==> config.mk <==
export PLATFORM = sky130hd
export DESIGN_NAME = expr_eval
export DESIGN_NICKNAME = d
export VERILOG_FILES = /design/src/rtl/expr_eval.sv
export SDC_FILE = /design/constraint.sdc
export NUM_CORES = 1
export LEC_CHECK = 0
export BUFFER_PORTS_ARGS = -buffer_cell sky130_fd_sc_hd__clkbuf_2
export CELL_PAD_IN_SITES_DETAIL_PLACEMENT = 0
export CELL_PAD_IN_SITES_GLOBAL_PLACEMENT = 1
export CORE_ASPECT_RATIO = 0.5
export CORE_MARGIN = 4
export CORE_UTILIZATION = 49
export DETAILED_ROUTE_END_ITERATION = 8
export GPL_TIMING_DRIVEN = 0
export PLACE_DENSITY = 0.8
export SLEW_MARGIN = 20
export SYNTH_ARGS = -nofsm -noshare
export SYNTH_HDL_FRONTEND = slang
export SYNTH_SLANG_ARGS = --single-unit
==> constraint.sdc <==
create_clock -name clk -period 21.9 [get_ports clk]
set_clock_uncertainty 0.2 [all_clocks]
set_input_delay 5.475 -clock clk [delete_from_list [all_inputs] [get_ports clk]]
set_output_delay 5.475 -clock clk [all_outputs]
set_load 0.02 [all_outputs]
==> src/rtl/expr_eval.sv <==
// expr_eval: streaming evaluator for "d op d op ... =" character streams.
// Single-digit operands, '+' and '*' with '*' binding tighter, '=' ends an
// expression. One character per cycle, results registered with 1-cycle latency.
//
// Handshake: the stream has no backpressure. A character on in is consumed on
// every rising edge where in_valid is high and clr is high. When in_valid is low
// all state holds, except that done returns to 0 and a pending err clears.
module expr_eval #(
  parameter int W = 32
) (
  input  logic         clk,
  input  logic         clr,
  input  logic         in_valid,
  input  logic [7:0]   in,
  output logic [W-1:0] result,
  output logic         ok,
  output logic         err,
  output logic         done,
  output logic [1:0]   dbg_state_o
);

  typedef enum logic [1:0] {
    S_NUM = 2'd0,
    S_OP  = 2'd1,
    S_ERR = 2'd2
  } state_t;

  state_t       state_q, state_d;
  logic [W-1:0] sum_q, sum_d;
  logic [W-1:0] prod_q, prod_d;
  logic [W-1:0] result_q, result_d;
  logic         ok_q, ok_d;
  logic         err_q, err_d;
  logic         done_q, done_d;

  logic         is_digit;
  logic         is_plus;
  logic         is_mul;
  logic         is_eq;
  logic [W-1:0] digit_w;
  logic [W-1:0] prod_x_d;

  // Character classification and the pending term multiplied by the digit.
  always_comb begin
    is_digit = (in >= 8'h30) && (in <= 8'h39);
    is_plus  = (in == 8'h2B);
    is_mul   = (in == 8'h2A);
    is_eq    = (in == 8'h3D);
    digit_w  = W'(in - 8'h30);
    prod_x_d = prod_q * digit_w;
  end

  // Next-state and output decisions; every register holds unless a rule fires.
  always_comb begin
    state_d  = state_q;
    sum_d    = sum_q;
    prod_d   = prod_q;
    result_d = result_q;
    ok_d     = ok_q;
    // err stays up for the done cycle of an erroneous expression, then drops.
    err_d    = done_q ? 1'b0 : err_q;
    done_d   = 1'b0;
    if (in_valid) begin
      unique case (state_q)
        S_NUM: begin
          if (is_digit) begin
            prod_d   = prod_x_d;
            result_d = sum_q + prod_x_d;
            ok_d     = 1'b1;
            state_d  = S_OP;
          end else begin
            err_d   = 1'b1;
            ok_d    = 1'b0;
            state_d = S_ERR;
          end
        end
        S_OP: begin
          if (is_mul) begin
            ok_d    = 1'b0;
            state_d = S_NUM;
          end else if (is_plus) begin
            sum_d   = sum_q + prod_q;
            prod_d  = {{(W-1){1'b0}}, 1'b1};
            ok_d    = 1'b0;
            state_d = S_NUM;
          end else if (is_eq) begin
            done_d  = 1'b1;
            sum_d   = '0;
            prod_d  = {{(W-1){1'b0}}, 1'b1};
            ok_d    = 1'b0;
            state_d = S_NUM;
          end else begin
            err_d   = 1'b1;
            ok_d    = 1'b0;
            state_d = S_ERR;
          end
        end
        S_ERR: begin
          if (is_eq) begin
            done_d  = 1'b1;
            err_d   = 1'b1;
            sum_d   = '0;
            prod_d  = {{(W-1){1'b0}}, 1'b1};
            ok_d    = 1'b0;
            state_d = S_NUM;
          end
        end
        default: begin
          state_d = S_NUM;
        end
      endcase
    end
  end

  // State and output registers with synchronous active-low clear.
  always_ff @(posedge clk) begin
    if (!clr) begin
      state_q  <= S_NUM;
      sum_q    <= '0;
      prod_q   <= {{(W-1){1'b0}}, 1'b1};
      result_q <= '0;
      ok_q     <= 1'b0;
      err_q    <= 1'b0;
      done_q   <= 1'b0;
    end else begin
      state_q  <= state_d;
      sum_q    <= sum_d;
      prod_q   <= prod_d;
      result_q <= result_d;
      ok_q     <= ok_d;
      err_q    <= err_d;
      done_q   <= done_d;
    end
  end

  assign result      = result_q;
  assign ok          = ok_q;
  assign err         = err_q;
  assign done        = done_q;
  assign dbg_state_o = state_q;

endmodule

==> results.json, run 1 <==
{
  "drv_slew": 0,
  "synth_cells": 1759,
  "drt_iter0_markers": 1094,
  "combPwrFrac_pct": 56.0,
  "ys_seq_area_share_pct": 13.89,
  "synthMuxAreaShare_pct": 0.3609,
  "fin_cells": 2212,
  "cts_buffers": 9,
  "yosys_most_used_dff": "dfxtp_1",
  "critPathCapture": "result[31]",
  "wl_mm": 43.43,
  "cp_common_cell": "fa_1",
  "htree_levels": 3,
  "endpoint_kind": "register",
  "worstRegToRegCells": 29,
  "die_x_um": 251.8,
  "status": "finished, final reports clean",
  "cts_root_buf": "clkbuf_16",
  "hold_viol": 0,
  "grt.total_usage_pct": 26.69,
  "placementRows": 44,
  "drive_gt1_share_pct": 5.165,
  "synth_area_um2": 14560,
  "fin_tns_setup_ps": 0,
  "final_common_cell": "inv_1",
  "wl_per_cell_um": 19.64,
  "cts_resized": 0,
  "synth_xor_xnor_area_share_pct": 5.388,
  "setup_viol": 0,
  "p_per_area_nw_per_um2": 52.37,
  "power_switching_share_pct": 46.93,
  "start_util_pct": 49.99,
  "ant_nets": 0,
  "slew_headroom_pct": 29.02,
  "synth_edf_count": 0,
  "grt_pass1_wl_mm": 68.30,
  "syn_to_final_growth_pct": 6.936,
  "worstSetupStartpointType": "primary input",
  "netSwitchingPower_uw": 382.6,
  "cts_hold_buf": 0,
  "synth_top_cell_area_share_pct": 25.03,
  "dp_hpwl_mm": 35.33,
  "tightest_slew_ps": 1057,
  "portBuffers": 45,
  "cp_max_fo": 10,
  "synthTopCellsByArea": "fa_1, dfxtp_1, ha_1",
  "async_flop_share_pct": 0,
  "clock.fmax_ghz": 0.06842,
  "die_h_um": 129.9,
  "irDropWorstVdd_mv": 0.04240,
  "crit_type": "primary input to register",
  "post-cts-setup-buffers": 0,
  "holdWs_ps": 255.9,
  "fin_nets": 2144,
  "antenna_found_initial": 0,
  "synth_nets": 2088,
  "synth_fa_ha_area_share_pct": 36.71,
  "drv_cap": 0,
  "finalCritPeriodShare_pct": 66.74,
  "p_leak_uw": 0.007304,
  "routabilityCongestion": 0.9265,
  "hold_class": "register to register",
  "crit_required_ps": 22000,
  "ys_warn_count": 0,
  "postSynthAreaPerCell_um2": 8.277,
  "final_cell_mix": "inv_1, nand2_1, fa_1",
  "crit_start": "in[5]",
  "dp_cells": 2195,
  "core_region_area_um2": 29120,
  "synth_top_family_by_area": "adder cells",
  "dr.pass1.iters": 6,
  "synth_top_cell_by_area": "fa_1",
  "power.internal_uw": 432.7,
  "die_area_um2": 32700,
  "slowest_delay_ps": 860,
  "rsz0062_at_grt": "no",
  "clk_pin_slew_ps": 70,
  "drc": 0,
  "synthSimpleGateAreaFrac_pct": 19.25,
  "sequentialPowerShare_pct": 24.1,
  "grt-ovfl-total": 0,
  "cts.sinks": 101,
  "synth-seq-cells": 101,
  "routed-via-count": 12630,
  "cts_tree": "built",
  "reg2reg_from": "prod_q[8]",
  "grt_pass1_vias": 12470,
  "clock_power_share_pct": 19.8,
  "post_drt_via_cell_ratio": 5.708,
  "arrival_ps": 14710,
  "reg2reg_slack_ps": 13280,
  "cts_max_path_buffers": 2,
  "cp_slowest_cell": "xnor2_1",
  "worstReg2RegEnd": "result[31]",
  "synth_compound_area_share_pct": 15.99,
  "grt_max_degree": 19,
  "io_pins": 48,
  "period_minus_slack_ps": 14620,
  "synthDistinctLibCells": 72,
  "insertion_delay_ps": 360
}
-- cell families (layout without fill, tap and decap cells) --
group | count (synthesis) | in the layout
simple gates | 581 | 581
compound gates | 343 | 343
buf+inv | 324 | 385
fa+ha+maj | 318 | 318
flops | 101 | 101
xor+xnor | 87 | 87
mux | 5 | 5
other cells | 0 | 1
-- worst min path at each step --
stage	start	depth (start not counted)	end
after floorplan	sum_q[19]	2	sum_q[19]
after global placement	result[3]	2	result[3]
after CTS	result[3]	2	result[3]
final	result[3]	2	result[3]
after global routing	result[9]	2	result[9]
after detailed placement	result[9]	2	result[9]
-- power by group through the flow --
stage                     combinational (uW)  sequential, uW  clock (uW)
after floorplan                          306             199           0
after global placement                   435             200           0
after detailed placement                 441             201           0
after CTS                                448             196         165
after global routing                     503             197         173
final                                    457             197         162
-- layout make-up --
| type | count | area, um^2 |
|---|---|---|
| antenna | 1 | 2.502 |
| buffer | 84 | 322.8 |
| clock buffer | 10 | 239.0 |
| clock inverter | 6 | 53.80 |
| fill | 2728 | 13550 |
| inverter | 240 | 900.9 |
| multi-input combinational | 1334 | 11310 |
| sequential | 101 | 2022 |
| tap | 391 | 489.2 |
| timing repair buffer | 45 | 225.2 |
-- through the flow --
step / worst slack [ps] / power (uW) / util (%) / area [um^2]
floorplan: 9275 / 505.3 / - / 14560
global placement: 7181 / 635.3 / 52.44 / 15270
detailed placement: 7207 / 641.3 / 52.44 / 15270
CTS: 7506 / 809.6 / 53.45 / 15570
global route: 6780 / 873.8 / 53.45 / 15570
finish: 7285 / 815.4 / 53.46 / 15570
-- metal layers --
metal  GRT usage (%)  part of all wire (%)  vias to the layer above
li1                -                     -                     5895
met1           40.05                    49                     6276
met2           41.21                    42                      418
met3           4.322                   7.4                       37
met4           5.152                   1.5                        0
met5               0                     0                        -
-- cells in the mapped netlist, drive strengths merged (9+ instances only) --
cell,instances
a211oi,15
ha,136
and2,74
xnor2,60
a22oi,50
nor3,23
and3,9
clkbuf,63
nor2,117
fa,182
or2,9
inv,240
nand2b,10
a21oi,99
nand4,9
nor2b,65
o21ai,51
nand2,199
a21o,28
buf,21
o21a,15
nand3,37
xor2,26
dfxtp,101
o21bai,13
or3,16
-- critical path, delay by kind of cell --
kind | cells | cell delay (ps)
AO/OA/AOI/OAI | 13 | 2820
XOR/XNOR | 3 | 1840
adder cells (fa/ha/maj) | 8 | 3510
buffers and inverters | 5 | 880
AND/OR/NAND/NOR | 1 | 170
-- flip-flops by register name (all words and copies together), names as in the netlist --
register     count
ok               1
done             1
dbg_state_o      2
sum_q           32
err              1
prod_q          32
result          32
Power figures use the tool's default switching activity.
==> run 2, diff against run 1 <==
- CORE_UTILIZATION: 49 -> 45
- PLACE_DENSITY: 0.8 -> 0.77
- clock period: 21.9 -> 13.1 ns (I/O delays scaled with it)
==> results.json, run 2 (synthesis gave the netlist of run 1 again) <==
{
  "status": "finished, final reports clean",
  "p_leak_uw": 0.007307,
  "core_region_area_um2": 31770,
  "post_drt_via_cell_ratio": 5.382,
  "final_common_cell": "inv_1",
  "drv_slew": 0,
  "arrival_ps": 12310,
  "crit_type": "primary input to register",
  "period_minus_slack_ps": 12210,
  "drv_cap": 0,
  "grt_pass1_wl_mm": 63.49,
  "wl_mm": 38.98,
  "start_util_pct": 45.83,
  "wl_met2_mm": 16.04,
  "insertion_delay_ps": 370,
  "cts_max_path_buffers": 2,
  "top_layer_used": "met4",
  "antenna_found_initial": 2,
  "finalCritPeriodShare_pct": 93.20,
  "slowest_delay_ps": 880,
  "cts_buffers": 9,
  "cts_hold_buf": 0,
  "finalPower_uw": 1314,
  "routed-via-count": 12130,
  "grt.total_usage_pct": 22.51,
  "cts_resized": 0,
  "clk_pin_slew_ps": 70,
  "fin_nets": 2144,
  "die_x_um": 262.4,
  "ant_nets": 0,
  "n_fill_cell": 3196,
  "drive_gt1_share_pct": 5.165,
  "grt_pass1_vias": 11710,
  "rsz0062_at_grt": "no",
  "drt_iter0_markers": 771,
  "worstSetupStartpointType": "primary input",
  "cp_max_fo": 10,
  "grt-ovfl-total": 0,
  "cts_root_buf": "clkbuf_16",
  "cp_common_cell": "a21oi_1",
  "portBuffers": 45,
  "drc": 0,
  "cp_slowest_cell": "xor2_1",
  "hold_class": "register to register",
  "wl_met1_mm": 20.66,
  "dp_hpwl_mm": 33.27,
  "setup_viol": 0,
  "die_h_um": 135.2,
  "htree_levels": 3,
  "cts.sinks": 101,
  "multi_input_area_um2": 11320,
  "fin_tns_setup_ps": 0,
  "final_cell_mix": "inv_1, nand2_1, fa_1",
  "tightest_slew_ps": 1115,
  "die_area_um2": 35470,
  "routabilityCongestion": 0.8785,
  "clock.fmax_ghz": 0.08191,
  "crit_required_ps": 13200,
  "hold_viol": 0,
  "p_per_area_nw_per_um2": 83.94,
  "wl_per_cell_um": 17.30,
  "placementRows": 46,
  "grt_max_degree": 17,
  "syn_to_final_growth_pct": 7.503,
  "met3_length_mm": 1.998,
  "cts_tree": "built",
  "dr.pass1.iters": 5,
  "endpoint_kind": "register",
  "slew_headroom_pct": 25.40,
  "irDropWorstVdd_mv": 0.07919,
  "regArea_um2": 2022,
  "io_pins": 48,
  "post-cts-setup-buffers": 0
}
run 2: cell types whose count changed in the layout (fill, tap and decap cells not counted), sizes merged:
cell and delta:
inv -3, clkinv -2, clkinvlp +3, bufinv +2
run 2: layer usage:
layer	up-vias	GRT usage, %
li1	5891	-
met1	6003	34.83
met2	206	33.67
met3	25	4.065
met4	0	2.961
met5	-	0
run 2: metrics by stage:
stage | util (%) | hold WS, ps | worst slack (ps) | std cells | area [um^2]
after floorplan | - | 253.5 | 2675 | 1759 | 14560
after global placement | 48.24 | 238.5 | 683.8 | 2236 | 15320
after detailed placement | 48.26 | 242.6 | 751.3 | 2236 | 15330
after CTS | 49.26 | 252.9 | 1103 | 2252 | 15650
after global routing | 49.26 | 268.1 | 396.2 | 2252 | 15650
final | 49.26 | 250.3 | 891.2 | 2253 | 15650
run 2: final cells by class:
class                   instances  share of cell area, %
clock buffers                  10                  1.463
well taps                     432                  3.454
diodes                          1                0.01599
clock inverters                 6                 0.5596
inverters                     240                  5.756
multi-input cells            1334                  72.33
flip-flops and latches        101                  12.92
plain buffers                  84                  2.063
repair buffers                 45                  1.439
run 2: path summary, 6_finish.rpt:
check	startpoint	endpoint	slack, ps	cells after the start
min reg2reg	result[4]	result[4]	250	2
max reg2reg	prod_q[8]	result[31]	4850	31
min	result[4]	result[4]	250	2
max	in[4]	result[31]	890	33
run 2: worst max-delay path: cells and delay by family:
kind / cells / cell delay (ps)
simple gates: 1 / 160
buf+inv: 6 / 1170
compound gates: 16 / 3160
xor+xnor: 3 / 1350
fa+ha+maj: 7 / 3170
run 2: where the power goes:
group | leakage (uW) | total (uW) | switching, uW | internal (uW)
logic | 0.00635 | 689 | 427 | 262
registers | 0.000816 | 327 | 9.48 | 317
clock network | 0.000145 | 298 | 131 | 167
